$ cat config.mk
export PLATFORM = sky130hd
export DESIGN_NAME = regwr_scheduler_flat
export DESIGN_NICKNAME = d
export VERILOG_FILES = /design/src/rtl/regwr_scheduler_if.sv /design/src/rtl/regwr_scheduler.sv /design/src/flat_wrapper.sv
export SDC_FILE = /design/constraint.sdc
export NUM_CORES = 1
export LEC_CHECK = 0
export ABC_CLOCK_PERIOD_IN_PS = 3100
export CAP_MARGIN = 20
export CELL_PAD_IN_SITES_DETAIL_PLACEMENT = 0
export CELL_PAD_IN_SITES_GLOBAL_PLACEMENT = 1
export CORE_MARGIN = 2
export CORE_UTILIZATION = 35
export CTS_CLUSTER_SIZE = 16
export DETAILED_ROUTE_END_ITERATION = 7
export PLACE_DENSITY = 0.85
export SETUP_SLACK_MARGIN = 0.3
export SYNTH_ARGS = -nofsm -noshare
export SYNTH_HDL_FRONTEND = slang
export SYNTH_SLANG_ARGS = --single-unit
$ cat constraint.sdc
create_clock -name clk -period 3.1 [get_ports clk]
set_input_delay 0.465 -clock clk [delete_from_list [all_inputs] [get_ports clk]]
set_output_delay 0.465 -clock clk [all_outputs]
set_load 0.02 [all_outputs]
$ cat src/rtl/regwr_scheduler_if.sv
// Bundle of writeback request, register-file write port and issue-stage signals
// shared between the regwr_scheduler and the pipeline around it.
interface regwr_scheduler_if #(
  parameter int AW = 5,
  parameter int DW = 32
);
  logic          alu_valid;
  logic [AW-1:0] alu_reg;
  logic [DW-1:0] alu_data;
  logic          alu_ready;

  logic          ld_valid;
  logic [AW-1:0] ld_reg;
  logic [DW-1:0] ld_data;
  logic          ld_ready;

  logic          EnableWrite;
  logic [AW-1:0] write_reg;
  logic [DW-1:0] write_data;

  logic          issue_valid;
  logic          issue_wr;
  logic [AW-1:0] issue_dst;
  logic [AW-1:0] issue_src1;
  logic [AW-1:0] issue_src2;
  logic          issue_stall;

  // The pipeline side drives requests and the issue slot.
  modport master (
    output alu_valid, alu_reg, alu_data, ld_valid, ld_reg, ld_data,
    output issue_valid, issue_wr, issue_dst, issue_src1, issue_src2,
    input  alu_ready, ld_ready, EnableWrite, write_reg, write_data, issue_stall
  );

  modport slave (
    input  alu_valid, alu_reg, alu_data, ld_valid, ld_reg, ld_data,
    input  issue_valid, issue_wr, issue_dst, issue_src1, issue_src2,
    output alu_ready, ld_ready, EnableWrite, write_reg, write_data, issue_stall
  );
endinterface

$ cat src/rtl/regwr_scheduler.sv
// Write-port arbiter and RAW/WAW scoreboard for the integer register file.
// Define REGWR_FIXED_PRIO_EN for fixed load-first arbitration instead of round-robin.
module regwr_scheduler #(
  parameter int NREG = 32,
  parameter int AW   = 5,
  parameter int DW   = 32
) (
  input logic              clk,
  input logic              rst,
  regwr_scheduler_if.slave bus
);

  logic          alu_ready;
  logic          ld_ready;
  logic          alu_fire;
  logic          ld_fire;
  logic          en_write;
  logic [AW-1:0] wr_reg;
  logic [DW-1:0] wr_data;
  logic [NREG-1:0] busy;
  logic [NREG-1:0] busy_next;
  logic          issue_set;
  logic          stall;

`ifdef REGWR_FIXED_PRIO_EN
  // Loads always win; the ALU only gets the port when no load is waiting.
  always_comb begin
    ld_ready  = 1'b1;
    alu_ready = !bus.ld_valid;
  end
`else
  typedef enum logic {
    GRANT_ALU = 1'b0,
    GRANT_LD  = 1'b1
  } grant_e;

  grant_e last_grant;
  logic   conflict;

  always_comb begin
    conflict  = bus.alu_valid && bus.ld_valid;
    alu_ready = !conflict || (last_grant == GRANT_LD);
    ld_ready  = !conflict || (last_grant == GRANT_ALU);
  end

  // Starting from LD makes the ALU the winner of the first conflict.
  always_ff @(posedge clk or posedge rst) begin
    if (rst) begin
      last_grant <= GRANT_LD;
    end else if (alu_fire) begin
      last_grant <= GRANT_ALU;
    end else if (ld_fire) begin
      last_grant <= GRANT_LD;
    end
  end
`endif

  assign alu_fire = bus.alu_valid && alu_ready;
  assign ld_fire  = bus.ld_valid && ld_ready;

  always_ff @(posedge clk or posedge rst) begin
    if (rst) begin
      en_write <= 1'b0;
      wr_reg   <= '0;
      wr_data  <= '0;
    end else begin
      en_write <= alu_fire || ld_fire;
      if (ld_fire) begin
        wr_reg  <= bus.ld_reg;
        wr_data <= bus.ld_data;
      end else if (alu_fire) begin
        wr_reg  <= bus.alu_reg;
        wr_data <= bus.alu_data;
      end
    end
  end

  // The write cycle itself stalls issue because the file's read data is stale then.
  always_comb begin
    stall = bus.issue_valid && (busy[bus.issue_src1] || busy[bus.issue_src2] ||
                                (bus.issue_wr && busy[bus.issue_dst]) || en_write);
    issue_set = bus.issue_valid && bus.issue_wr && !stall;
  end

  // Clear is applied before set so a same-edge collision leaves the bit set.
  always_comb begin
    busy_next = busy;
    if (en_write) begin
      busy_next[wr_reg] = 1'b0;
    end
    if (issue_set) begin
      busy_next[bus.issue_dst] = 1'b1;
    end
  end

  always_ff @(posedge clk or posedge rst) begin
    if (rst) begin
      busy <= '0;
    end else begin
      busy <= busy_next;
    end
  end

  assign bus.alu_ready   = alu_ready;
  assign bus.ld_ready    = ld_ready;
  assign bus.EnableWrite = en_write;
  assign bus.write_reg   = wr_reg;
  assign bus.write_data  = wr_data;
  assign bus.issue_stall = stall;

endmodule
$ cat src/flat_wrapper.sv
// flat-port wrapper written by rule: the top's interface ports become plain ports
module regwr_scheduler_flat 
#(
  parameter int NREG = 32,
  parameter int AW   = 5,
  parameter int DW   = 32
)
  (clk, rst, bus_alu_valid, bus_alu_reg, bus_alu_data, bus_ld_valid, bus_ld_reg, bus_ld_data, bus_issue_valid, bus_issue_wr, bus_issue_dst, bus_issue_src1, bus_issue_src2, bus_alu_ready, bus_ld_ready, bus_EnableWrite, bus_write_reg, bus_write_data, bus_issue_stall);
  regwr_scheduler_if #(.AW(AW), .DW(DW)) bus_i ();
  input logic clk;
  input logic rst;
  input wire logic [$bits(bus_i.alu_valid)-1:0] bus_alu_valid;
  input wire logic [$bits(bus_i.alu_reg)-1:0] bus_alu_reg;
  input wire logic [$bits(bus_i.alu_data)-1:0] bus_alu_data;
  input wire logic [$bits(bus_i.ld_valid)-1:0] bus_ld_valid;
  input wire logic [$bits(bus_i.ld_reg)-1:0] bus_ld_reg;
  input wire logic [$bits(bus_i.ld_data)-1:0] bus_ld_data;
  input wire logic [$bits(bus_i.issue_valid)-1:0] bus_issue_valid;
  input wire logic [$bits(bus_i.issue_wr)-1:0] bus_issue_wr;
  input wire logic [$bits(bus_i.issue_dst)-1:0] bus_issue_dst;
  input wire logic [$bits(bus_i.issue_src1)-1:0] bus_issue_src1;
  input wire logic [$bits(bus_i.issue_src2)-1:0] bus_issue_src2;
  output wire logic [$bits(bus_i.alu_ready)-1:0] bus_alu_ready;
  output wire logic [$bits(bus_i.ld_ready)-1:0] bus_ld_ready;
  output wire logic [$bits(bus_i.EnableWrite)-1:0] bus_EnableWrite;
  output wire logic [$bits(bus_i.write_reg)-1:0] bus_write_reg;
  output wire logic [$bits(bus_i.write_data)-1:0] bus_write_data;
  output wire logic [$bits(bus_i.issue_stall)-1:0] bus_issue_stall;
  assign bus_i.alu_valid = bus_alu_valid;
  assign bus_i.alu_reg = bus_alu_reg;
  assign bus_i.alu_data = bus_alu_data;
  assign bus_i.ld_valid = bus_ld_valid;
  assign bus_i.ld_reg = bus_ld_reg;
  assign bus_i.ld_data = bus_ld_data;
  assign bus_i.issue_valid = bus_issue_valid;
  assign bus_i.issue_wr = bus_issue_wr;
  assign bus_i.issue_dst = bus_issue_dst;
  assign bus_i.issue_src1 = bus_issue_src1;
  assign bus_i.issue_src2 = bus_issue_src2;
  assign bus_alu_ready = bus_i.alu_ready;
  assign bus_ld_ready = bus_i.ld_ready;
  assign bus_EnableWrite = bus_i.EnableWrite;
  assign bus_write_reg = bus_i.write_reg;
  assign bus_write_data = bus_i.write_data;
  assign bus_issue_stall = bus_i.issue_stall;
  regwr_scheduler #(.NREG(NREG), .AW(AW), .DW(DW)) u_core (.clk(clk), .rst(rst), .bus(bus_i));
endmodule
; Yosys cells after proc, flatten, opt, wreduce, memory -nomap -nowiden
; Index checks and enable logic that the tools add are counted.
[word_totals]
register_bits = 71
input_bits = 95
out_inout_bits = 41
elab_cells = 51
[op_classes]
magnitude_cmp = 6
mux = 18
bitwise_logic = 4
reduce_logical = 18
[op_table]
columns = cell, n
row1 = $mux 32, 4
row2 = $and 32x32->32, 1
row3 = $not 32->32, 1
row4 = $or 32x32->32, 1
row5 = $lt 5x6->1 const B, 4
row6 = $bmux 1 s5, 3
row7 = $demux 1 s5, 2
row8 = $ge 5x1->1 const B, 2
row9 = $mux 5, 2
row10 = $logic_and 1x1->1, 9
row11 = $mux 1, 7
row12 = $logic_or 1x1->1, 6
row13 = $logic_not 1->1, 2
row14 = $reduce_bool 2->1, 1
row15 = $not 1->1, 1

; Logic depth before layout (Yosys ltp)
[logic_depth]
depth_word = 9
mapped_depth = 8
ltp_nobuf = 6

; Worst setup path before layout
; Ideal clock, no wire load.
[synth_path]
path_type = input port to output port
start = input port bus_issue_src2[0]
end = output port bus_issue_stall
arrival_time_ns = 2.122
t_required_ns = 2.635
slack_ns = 0.513
stages = 8
n_path_buf = 2
cell_sequence = buf_2 mux4_2 nand3_1 o21ai_0 a21oi_2 nand4_4 buf_2 o21a_1
[synth_between]
elab_chain_len = 6
[synth_rtl]
columns = item, line
row1 = "start, declared", flat_wrapper.sv:22  ; input wire logic [$bits(bus_i.issue_src2)-1:0] bus_issue_src2;
row2 = $bmux 1 s5, regwr_scheduler.sv:80  ; stall = bus.issue_valid && (busy[bus.issue_src1] || busy[bus.issue_src2] ||
row3 = $mux 1 (implied by the code), regwr_scheduler.sv:80
row4 = $logic_or 1x1->1 (2 in series), regwr_scheduler.sv:80
row5 = $logic_or 1x1->1, regwr_scheduler.sv:81  ; (bus.issue_wr && busy[bus.issue_dst]) || en_write);
row6 = $logic_and 1x1->1, regwr_scheduler.sv:80
row7 = "end, declared", flat_wrapper.sv:28  ; output wire logic [$bits(bus_i.issue_stall)-1:0] bus_issue_stall;
; Every way passes these cells. The select of a mux whose other input is x is not followed.

; Worst setup path in the final report
[layout_path]
start = input port bus_issue_dst[0]
end = output port bus_issue_stall
[layout_between]
elab_chain_len = 6
[layout_rtl]
columns = item, line
row1 = "start, declared", flat_wrapper.sv:20  ; input wire logic [$bits(bus_i.issue_dst)-1:0] bus_issue_dst;
row2 = $bmux 1 s5, regwr_scheduler.sv:81
row3 = $mux 1 (implied by the code), regwr_scheduler.sv:81
row4 = $logic_and 1x1->1, regwr_scheduler.sv:81
row5 = $logic_or 1x1->1, regwr_scheduler.sv:80
row6 = $logic_or 1x1->1, regwr_scheduler.sv:81
row7 = $logic_and 1x1->1, regwr_scheduler.sv:80
; Every way passes these cells. The select of a mux whose other input is x is not followed.

==> results.py <==
metrics = {
    "synth": {
        "synth_xor_xnor_area_share": 0,
        "yosysTopAreaCell": "dfrtp_1",
        "async_flop_share": 1.00,
        "seq_area_frac_synth": 0.416,
        "synth.distinct_cells": 41,
        "synth-adder-area-share": 0,
        "yosys.area_share.simple": 0.171,
        "syn_nets": 536,
        "synth-compound-area-share": 0.231,
        "synth_top_cell_area_share": 0.410,
        "netlist_instances": 441,
        "yosysWarnings": 0,
        "synthTopCellsByArea": "dfrtp_1 (41%), nand2_1 (8.8%), a22oi_1 (7.2%)",
        "ys_ff_latch": 71,
        "syn_area_per_cell_um2": 9.68,
        "synth_flop_cell": "dfrtp_1",
        "syn-cell-area_um2": 4270,
        "synth_edf_count": 0,
        "synth_mux_area_frac": 0.129,
        "synth_top_family_by_area": "compound AO/OA/AOI/OAI gates",
    },
    "sta": {
        "hold_violations": 0,
        "period_needed_ps": 2740,
        "finalMaxSlewViolations": 0,
        "setup_ws_ps": 361,
        "tightest_slew_ps": 759,
        "rsz0062_at_grt": "false",
        "finClkSkew_ps": 7.43,
        "maxSlewHeadroom": 0.494,
        "timing.fmax_mhz": 365,
        "finalSetupViolations": 0,
        "post-route-period-util": 0.883,
    },
    "clock_network": {
        "cts.sinks": 71,
        "cts_max_level": 3,
        "cts-root-buf": "clkbuf_16",
        "ctsHoldBuffers": 0,
        "path_clk_slew_ps": 60,
        "cts_tree": "built",
        "cts_buffer_depth": 2,
        "clk_latency_ps": 330,
        "numCtsBuffers": 9,
    },
    "critical_path": {
        "path_max_fanout": 3,
        "crit_type": "primary input to output pin",
        "cp_num_buf_inv": 2,
        "crit_arrival_ps": 2270,
        "worstPathCellList": "dlygate4sd2_1, mux4_2, a22o_1, a211o_1, o21a_1, o21a_1, buf_6",
        "cp_slowest_cell": "mux4_2",
        "required_ps": 2630,
        "max_stage_delay_ps": 520,
        "cp_common_cell": "o21a_1",
        "end_kind": "output pin",
        "crit_path_start_kind": "primary input",
        "path_delay_family": "compound AO/OA/AOI/OAI gates",
    },
    "drt": {
        "routed_wl_mm": 14.3,
        "drc": 0,
        "dr.pass1.iters": 5,
        "vias_per_cell": 5.74,
        "wl_per_cell_um": 19.4,
        "num_vias": 4244,
        "route.met2.wl_mm": 6.70,
        "antenna_left": 0,
        "route.met3.wl_mm": 1.55,
        "routed.top_layer": "met4",
        "wl_met1_mm": 5.73,
        "drtIter0Drc": 390,
    },
    "power": {
        "leakagePower_nw": 2.64,
        "power.density_nw_per_um2": 609,
        "ir_worst_vdd_uv": 325,
    },
    "placed_design": {
        "post-dp-hpwl_mm": 10.4,
        "portBuffers": 135,
        "place_congestion": 0.949,
        "pre_cts_ws_ps": -289,
    },
    "final_layout": {
        "final_layout_size_suffix_gt1_frac": 0.176,
        "nNetsFinal": 681,
        "final_cell_mix": "clkdlybuf4s50_1 (124), nand2_1 (100), dfrtp_1 (70)",
        "layout_commonest_cell": "clkdlybuf4s50_1",
        "utilization": 0.526,
        "syn_to_final_growth_pct": 47.5,
    },
    "floorplan": {
        "pin_count": 136,
        "core_um2": 12000,
        "die_h_um": 114,
        "initial_core_util": 0.357,
        "dieArea_um2": 13100,
        "fp-row-count": 40,
        "die_x_um": 114,
    },
    "hold_path": {
        "hold_class": "primary input to async pin",
    },
    "outcome": {
        "status": "completed",
    },
    "global_routing": {
        "antenna_found_initial": 1,
        "grt_pass1_vias": 4394,
        "grtUsageTotal": 0.227,
        "grt_pass1_wl_mm": 22.9,
        "grt_overflow": 0,
        "grt_max_degree": 39,
    },
    "run": {
        "maxCapViolations": 0,
    },
}
layer usage:
| layer | vias to the layer above | GRT usage |
|---|---|---|
| li1 | 1935 | - |
| met1 | 2065 | 0.283 |
| met2 | 217 | 0.357 |
| met3 | 27 | 0.0836 |
| met4 | 0 | 0.0894 |
| met5 | - | 0 |
power by group:
part	total (mW)	internal, mW	switching (mW)
Combinational	1.30	0.690	0.615
Clock	1.02	0.641	0.378
Sequential	1.51	1.18	0.329
through the flow:
step                      setup TNS [ps]  hold slack (ps)  area (um2)  total power, mW  std cells
final                                  0              438        6300             3.83        739
after global routing                   0              472        6300             4.03        739
after CTS                              0              459        6270             3.81        737
after detailed placement            -289              492        5910             2.77        718
after global placement              -269              485        5910             2.72        718
after floorplan                        0              477        4270             2.21        441
cell usage after synthesis, types with 4 or more instances:
cell      number
nand2_1      100
dfrtp_1       70
a22oi_1       41
o21ai_0       33
nand3_1       23
clkbuf_1      22
mux2i_1       21
o31ai_1       16
o41ai_2       14
buf_2         11
mux4_2        10
nand3b_1       9
nor2_1         9
mux2_2         6
buf_6          5
inv_1          4
nor3b_1        4
final timing paths:
path / startpoint / end / slack (ps) / cells after the start
min in group clk: u_core.bus.write_data[15]$_DFFE_PP0P_ / u_core.bus.write_data[15]$_DFFE_PP0P_ / 500 / 2
worst min register to register: u_core.bus.write_data[15]$_DFFE_PP0P_ / u_core.bus.write_data[15]$_DFFE_PP0P_ / 500 / 2
worst max register to register: u_core.busy[9]$_DFF_PP0_ / u_core.busy[16]$_DFF_PP0_ / 680 / 8
worst max-delay path: bus_issue_dst[0] / bus_issue_stall / 360 / 7
worst min-delay path: rst / u_core.bus.write_reg[2]$_DFFE_PP0P_ / 440 / 2
max in group asynchronous: rst / u_core.busy[12]$_DFF_PP0_ / 1880 / 3
logic make-up after synthesis:
logic type	Yosys count
and+or+nand+nor	159
muxes	41
DFF	71
buffers and inverters	45
AOI/OAI and AO/OA	125
layout make-up:
type / count / area, um2
diodes: 1 / 2.50
clock buffers: 12 / 246
inverters: 4 / 15.0
flip-flops and latches: 71 / 1780
fillers: 1071 / 5660
multi-input cells: 325 / 2330
well taps: 147 / 184
clock inverters: 4 / 45.0
repair buffers: 175 / 1700
timing repair:
item	CTS	global route
cloned	1	1
setup buffers	2	0
gates resized for setup	23	7
endpoints found under the setup margin	1	1
pin swaps	7	1
Power figures use the tool's default switching activity.
